==> config.mk <==
export PLATFORM = sky130hd
export DESIGN_NAME = sign_apply_serial
export DESIGN_NICKNAME = d
export VERILOG_FILES = /design/src/rtl/sign_apply_serial_pkg.sv /design/src/rtl/sign_apply_serial_half.sv /design/src/rtl/sign_apply_serial.sv
export SDC_FILE = /design/constraint.sdc
export NUM_CORES = 1
export LEC_CHECK = 0
export CORE_AREA = 2 2 120 122
export DETAILED_ROUTE_END_ITERATION = 12
export DIE_AREA = 0 0 122 124
export SLEW_MARGIN = 20
export SYNTH_ARGS = -nofsm -noshare
export SYNTH_HDL_FRONTEND = slang
export SYNTH_SLANG_ARGS = --single-unit
export TNS_END_PERCENT = 100
==> constraint.sdc <==
create_clock -name clk -period 2.2 [get_ports clk]
set_clock_uncertainty 0.05 [all_clocks]
set_input_delay 0.44 -clock clk [delete_from_list [all_inputs] [get_ports clk]]
set_output_delay 0.44 -clock clk [all_outputs]
set_load 0.1 [all_outputs]
==> src/rtl/sign_apply_serial_pkg.sv <==
// Shared types for the bit-serial sign restoration block.
// FSM state encoding used by the top and by anything probing it.
package sign_apply_serial_pkg;

  typedef enum logic [1:0] {
    IDLE  = 2'd0,
    SHIFT = 2'd1,
    DONE  = 2'd2
  } state_e;

endpackage

==> src/rtl/sign_apply_serial_half.sv <==
// Single half-adder cell reused for every serial bit.
// Sum and carry of two one-bit operands.
module adder_1bit_half (
  input  logic a,
  input  logic b,
  output logic sum,
  output logic cout
);

  // Plain half-adder equations.
  always_comb begin
    sum  = a ^ b;
    cout = a & b;
  end

endmodule

==> src/rtl/sign_apply_serial.sv <==
// Bit-serial sign restoration: result = sign ? -mag : mag.
// One bit per cycle, LSB first, through one half-adder cell.
module sign_apply_serial
  import sign_apply_serial_pkg::*;
#(
  parameter int WIDTH = 32
) (
  input  logic             clk,
  input  logic             rst_n,
  input  logic             in_valid,
  output logic             in_ready,
  input  logic [WIDTH-1:0] in_mag,
  input  logic             in_sign,
  output logic             out_valid,
  input  logic             out_ready,
  output logic [WIDTH-1:0] out_data,
  output logic             out_ovf
);

  localparam int CW = $clog2(WIDTH);
  localparam logic [CW-1:0] LAST = CW'(WIDTH - 1);

  state_e           state_q, state_d;
  logic [WIDTH-1:0] mag_q, mag_d;
  logic [WIDTH-2:0] res_q, res_d;
  logic [WIDTH-1:0] data_q, data_d;
  logic [CW-1:0]    cnt_q, cnt_d;
  logic             sign_q, sign_d;
  logic             carry_q, carry_d;
  logic             ovf_q, ovf_d;

  logic             cell_a;
  logic             cell_sum;
  logic             cell_cout;
  logic [WIDTH-1:0] res_full;

  // Current bit: conditionally inverted magnitude plus the running carry.
  assign cell_a   = mag_q[0] ^ sign_q;
  assign res_full = {cell_sum, res_q};

  adder_1bit_half u_cell (
    .a    (cell_a),
    .b    (carry_q),
    .sum  (cell_sum),
    .cout (cell_cout)
  );

  // Next-state, datapath update and handshake outputs.
  always_comb begin
    state_d   = state_q;
    mag_d     = mag_q;
    res_d     = res_q;
    data_d    = data_q;
    cnt_d     = cnt_q;
    sign_d    = sign_q;
    carry_d   = carry_q;
    ovf_d     = ovf_q;
    in_ready  = 1'b0;
    out_valid = 1'b0;
    unique case (state_q)
      IDLE: begin
        in_ready = 1'b1;
        if (in_valid) begin
          mag_d   = in_mag;
          sign_d  = in_sign;
          carry_d = in_sign;
          cnt_d   = '0;
          ovf_d   = in_mag[WIDTH-1] &&
                    (!in_sign || (|in_mag[WIDTH-2:0]));
          state_d = SHIFT;
        end
      end
      SHIFT: begin
        mag_d   = mag_q >> 1;
        carry_d = cell_cout;
        res_d   = res_full[WIDTH-1:1];
        if (cnt_q == LAST) begin
          data_d  = res_full;
          state_d = DONE;
        end else begin
          cnt_d = cnt_q + 1'b1;
        end
      end
      DONE: begin
        out_valid = 1'b1;
        if (out_ready) state_d = IDLE;
      end
      default: state_d = IDLE;
    endcase
  end

  // State and datapath registers with synchronous reset.
  always_ff @(posedge clk) begin
    if (!rst_n) begin
      state_q <= IDLE;
      mag_q   <= '0;
      res_q   <= '0;
      data_q  <= '0;
      cnt_q   <= '0;
      sign_q  <= 1'b0;
      carry_q <= 1'b0;
      ovf_q   <= 1'b0;
    end else begin
      state_q <= state_d;
      mag_q   <= mag_d;
      res_q   <= res_d;
      data_q  <= data_d;
      cnt_q   <= cnt_d;
      sign_q  <= sign_d;
      carry_q <= carry_d;
      ovf_q   <= ovf_d;
    end
  end

  assign out_data = data_q;
  assign out_ovf  = ovf_q;

endmodule
# [Word-level counts from Yosys, hierarchy flattened]
# Index checks and enable logic that the tools add are counted.
[word_totals] ff_bits=105 inputBits=37 output_inout_bits=35 wordCells=43
[classes] add_sub_neg=1 eq_ne=7 mux=13 bitwise_logic=3 reduce_logical=11
[ops] cell="32-bit case mux with 2 select lines" count=1
[ops] cell="32-bit 2-to-1 mux" count=1
[ops] cell="31-bit OR reduction" count=1
[ops] cell="5-bit 2-to-1 mux" count=2
[ops] cell="5-bit case mux with 2 select lines" count=1
[ops] cell="2-bit inequality test (second input constant)" count=4
[ops] cell="2-bit 2-to-1 mux" count=3
[ops] cell="2-bit case mux with 3 select lines" count=1
[ops] cell="2-bit AND reduction" count=3
[ops] cell="3-bit AND reduction" count=2
[ops] cell="5-bit by 1-bit adder with 5-bit output (second input constant)" count=1
[ops] cell="5-bit equality test (second input constant)" count=1
[ops] cell="1-bit 2-to-1 mux" count=3
[ops] cell="2-bit by 1-bit equality test with 1-bit output (second input constant)" count=1
[ops] cell="2-bit equality test (second input constant)" count=1
[ops] cell="2-bit logical NOT" count=1
[ops] cell="1-bit case mux with 2 select lines" count=1
[ops] cell="2-bit nonzero test" count=1
[ops] cell="1-bit XOR" count=2
[ops] cell="1-bit bitwise AND" count=1
[ops] cell="1-bit logical AND" count=1
[ops] cell="1-bit logical NOT" count=1
[ops] cell="1-bit logical OR" count=1

# [Depth between registers and ports, before layout]
[depth] ltp_word=3 mapped_depth=8 ltp_nobuf=7

# [Modules after synthesis]
# A second synthesis with hierarchy kept.
[unflattened] cells_unflattened=512 area_unflattened_um2=4291.6
[by_module_without_submodules] module="sign_apply_serial" n_inst=1 cells_each=511 area_per_inst_um2=4279.1 seq_area_each_um2=2102.0
[by_module_without_submodules] module="adder_1bit_half" n_inst=1 cells_each=1 area_per_inst_um2=12.5 seq_area_each_um2=0.0

# [Least setup slack after synthesis]
# No wires, ideal clock.
[synth_timing] path_kind="register to register" from="register state_q[1]" to="register carry_q" arrival_time_ns=2.351 setup_slack_ns=-0.333 stages_incl_launch_ff=6 n_path_buf=1 synth_period_minus_slack_ns=2.533 cell_sequence="dfxtp_1 -> nor2_1 -> nand2_2 -> buf_2 -> nand3_1 -> a31oi_1"
[synth_between] elab_chain_cells=3 elab_cells_between_ends=6 classes_between="eq/ne (2); mux (1); reduce/logical (3)"
[synth_lines] element="start, declared" line_no="sign_apply_serial.sv:23" text="state_e state_q, state_d;"
[synth_lines] element="start signal, assigned" line_no="sign_apply_serial.sv:104" text="state_q <= state_d;"
[synth_lines] element="2-bit by 1-bit equality test with 1-bit output / 2-bit logical NOT (equally long branches)" line_no="sign_apply_serial.sv:60" text="unique case (state_q)"
[synth_lines] element="2-bit nonzero test (no line) / 2-bit inequality test (equally long branches)"
[synth_lines] element="2-bit AND reduction (no line)"
[synth_lines] element="end signal, assigned" line_no="sign_apply_serial.sv:110" text="carry_q <= carry_d;"
[synth_lines] element="end, declared" line_no="sign_apply_serial.sv:29" text="logic carry_q, carry_d;"
# Several ways; a longest one is shown, not always the timed one.
# A chain may end at the register's enable or synchronous reset.

# [Worst setup path in the final report]
[layout_timing] from="register state_q[0]" to="output port out_valid"
[layout_between] elab_chain_cells=2
[layout_lines] element="2-bit equality test" line_no="sign_apply_serial.sv:60"
[layout_lines] element="1-bit 2-to-1 mux" line_no="sign_apply_serial.sv:60"
[layout_lines] element="end, declared" line_no="sign_apply_serial.sv:14" text="output logic out_valid,"
# No other way between the ends.

==> impl_metrics.py <==
metrics = {
    "status": {
        "outcome": "completed",
    },
    "min_path": {
        "min_from": "out_data[16]",
        "min_path_type": "flop to flop",
    },
    "setup_path": {
        "worstRegToRegCells": 8,
        "required_ns": 1.71,
        "end_kind": "primary output",
        "crit_start": "state_q[0]",
        "rrSetupSlack_ns": 0.41,
        "arrival_ns": 1.32,
        "worst-setup-path-type": "flop to primary output",
        "cp_num_cells": 2,
        "reg2reg_from": "cnt_q[0]",
        "timing.rr.end": "cnt_q[3]",
        "cp_max_fo": 6,
        "cpLargestDelayFamily": "flip-flops",
        "path_cells": "and2b_1 > buf_12",
        "crit_end": "out_valid",
        "crit_path_max_incr_delay_ns": 0.52,
        "start_kind": "flop",
        "path_buf_inv": 1,
        "cp_slowest_cell": "dfxtp_1",
    },
    "layout": {
        "area_growth_pct": 27.1,
        "diodes": 0,
        "post-route-cell-area_um2": 5160,
        "nFillCells": 1452,
        "nets": 605,
        "drive_gt1_frac": 0.118,
    },
    "timing": {
        "tightest_slew_ns": 0.530,
        "fin_ws_ns": 0.387,
        "slew_headroom": 0.643,
        "slew_violations": 0,
        "holdWs_ns": 0.406,
        "rsz0062_at_grt": "no",
        "post-route-period-util": 0.824,
        "fin_crit_ns": 1.81,
        "fmax_ghz": 0.552,
        "hold_viol": 0,
        "setup_viol": 0,
        "finalSetupTns_ns": 0,
    },
    "detailed_routing": {
        "drt_iter0_markers": 242,
        "via_per_inst": 4.64,
        "num_vias": 3482,
        "met1_length_um": 4420,
        "routed.top_layer": "met4",
        "wirelength_um": 9210,
        "first_pass_iters": 4,
        "wl_met3_um": 343,
        "met2_length_um": 4350,
        "wl_per_cell_um": 12.3,
        "antenna_left": 0,
        "drc": 0,
    },
    "global_route": {
        "grt_max_degree": 47,
        "antenna_found_initial": 0,
        "grt_pass1_vias": 3239,
        "grt_pass1_wl_um": 15400,
        "grtUsageTotal": 0.127,
        "grt_overflow": 0,
    },
    "yosys": {
        "yosysTopAreaCell": "dfxtp_1",
        "syn-mean-instance-area_um2": 7.93,
        "yosysMostFrequentCell": "nand2_1",
        "synthAdderAreaFrac": 0.00925,
        "synth.cell_area_um2": 4060,
        "synth-compound-area-share": 0.158,
        "synth_warnings": 0,
        "netlist_top_cells_count": "nand2_1 (196), dfxtp_1 (105), a21oi_1 (68), nor2_1 (39), a311oi_1 (31)",
        "synth.area.top_cells": "dfxtp_1 (52%), nand2_1 (18%), a21oi_1 (8.4%)",
        "synth_edf_count": 0,
        "yosysTopAreaCellShare": 0.518,
        "synth_seq_cells": 105,
        "synth.distinct_cells": 28,
        "ys_seq_area_frac": 0.518,
        "netlist_instances": 512,
        "syn-num-nets": 552,
        "synthMuxAreaShare": 0,
        "synth_xor_area_frac": 0.00648,
        "synth_top_family_by_area": "simple AND/OR/NAND/NOR gates",
        "synth_top_flop_cell": "dfxtp_1",
        "synth-simple-area-share": 0.256,
        "async_flop_share": 0,
    },
    "floorplanning": {
        "coreArea_um2": 13700,
        "start_util": 0.296,
        "pin_count": 72,
        "die_w_um": 122,
        "rows": 43,
        "die_area_um2": 15100,
        "fp.dieH_um": 124,
    },
    "clocking": {
        "cts.sinks": 105,
        "cts_root_buf": "clkbuf_16",
        "htree_levels": 3,
        "insertion_delay_ns": 0.34,
        "cts_tree": "done",
        "hold_buffers": 0,
        "cts.clk_slew.worst_paths_ns": 0.07,
        "post_cts_buffers": 0,
        "cts-resized-gates": 0,
        "cts_buffers": 9,
        "clk_path_buf_depth": 2,
    },
    "placement": {
        "gp_congestion": 0.746,
        "pre_cts_slack_ns": 0.156,
        "placed_area_um2": 4870,
        "hpwl_um": 6320,
        "io_buffers": 71,
    },
    "pwr": {
        "vdd_drop_max_uv": 351,
        "power.density_nw_per_um2": 754,
        "leakage_nw": 1.86,
    },
    "run": {
        "cap_violations": 0,
    },
}
[how the worst min path moves through the flow]
stage | endpoint | slack, ns | cells past startpoint
CTS | out_data[16] | 0.41 | 2
floorplan | out_data[0] | 0.38 | 2
global route | out_data[3] | 0.42 | 2
finish | out_data[16] | 0.41 | 2
detailed placement | out_data[16] | 0.40 | 2
global placement | out_data[3] | 0.40 | 2
[layer usage]
metal / global-route usage / up-vias
met5: 0 / -
met4: 0.0489 / 0
met2: 0.203 / 64
met1: 0.167 / 1592
met3: 0.0298 / 6
li1: - / 1820
[kinds of logic after synthesis]
logic type                 Yosys count
xor gates and xnor gates             3
AOI/OAI and AO/OA                  103
DFF                                105
adders and majority gates            3
and+or+nand+nor                    258
buffers and inverters               40
[state kept, by name, summed over array words and instances, names as in the netlist]
| register | flops |
|---|---|
| mag_q | 32 |
| out_data | 32 |
| res_q | 31 |
| cnt_q | 5 |
| state_q | 2 |
| carry_q | 1 |
| out_ovf | 1 |
| sign_q | 1 |
[where the power goes]
part	internal [mW]	switching, mW	total, mW
Clock	0.800	0.688	1.49
Combinational	0.165	0.228	0.393
Sequential	1.97	0.0402	2.01
Total	2.93	0.956	3.89
[worst min-delay path, delay by kind of cell, from the launching register on]
kind	cells	cell delay, ns
DFF	1	0.31
and+or+nand+nor	1	0.05
AOI/OAI and AO/OA	1	0.05
[per-stage QoR]
| stage | instances | power (mW) | util |
|---|---|---|---|
| after CTS | 750 | 3.93 | 0.376 |
| after detailed placement | 734 | 2.45 | 0.355 |
| after global placement | 734 | 2.44 | 0.355 |
| after global routing | 750 | 4.08 | 0.376 |
| final | 750 | 3.89 | 0.376 |
| after floorplan | 512 | 2.28 | - |
[layout make-up]
cell class	instances	area, um2	share of cell area
Sequential cell	105	2100	0.408
Multi-Input combinational cell	367	1760	0.341
Timing Repair Buffer	81	786	0.152
Clock buffer	10	239	0.0463
Tap cell	180	225	0.0437
Clock inverter	6	43.8	0.00849
Inverter	1	3.75	0.000728
[cells in the final DEF, fill, tap and decap left out]
cell type	count
nand2_1	196
dfxtp_1	105
a21oi_1	68
nor2_1	38
buf_4	38
clkdlybuf4s50_1	36
a311oi_1	31
clkbuf_16	9
nor4_1	7
buf_12	7
xor2_1	3
nand4_1	3
ha_1	3
clkinv_4	3
a22oi_1	2
nand3_1	2
clkinv_2	2
and3_1	1
nor2_2	1
and2b_1	1
nor2b_2	1
nand2b_4	1
inv_2	1
and2_1	1
nand2_2	1
nor3b_1	1
nor3b_4	1
nor3_1	1
a31oi_1	1
nor4b_1	1
o21bai_1	1
nand2b_1	1
clkinvlp_4	1
clkbuf_8	1
(Power assumes the default switching activity.)
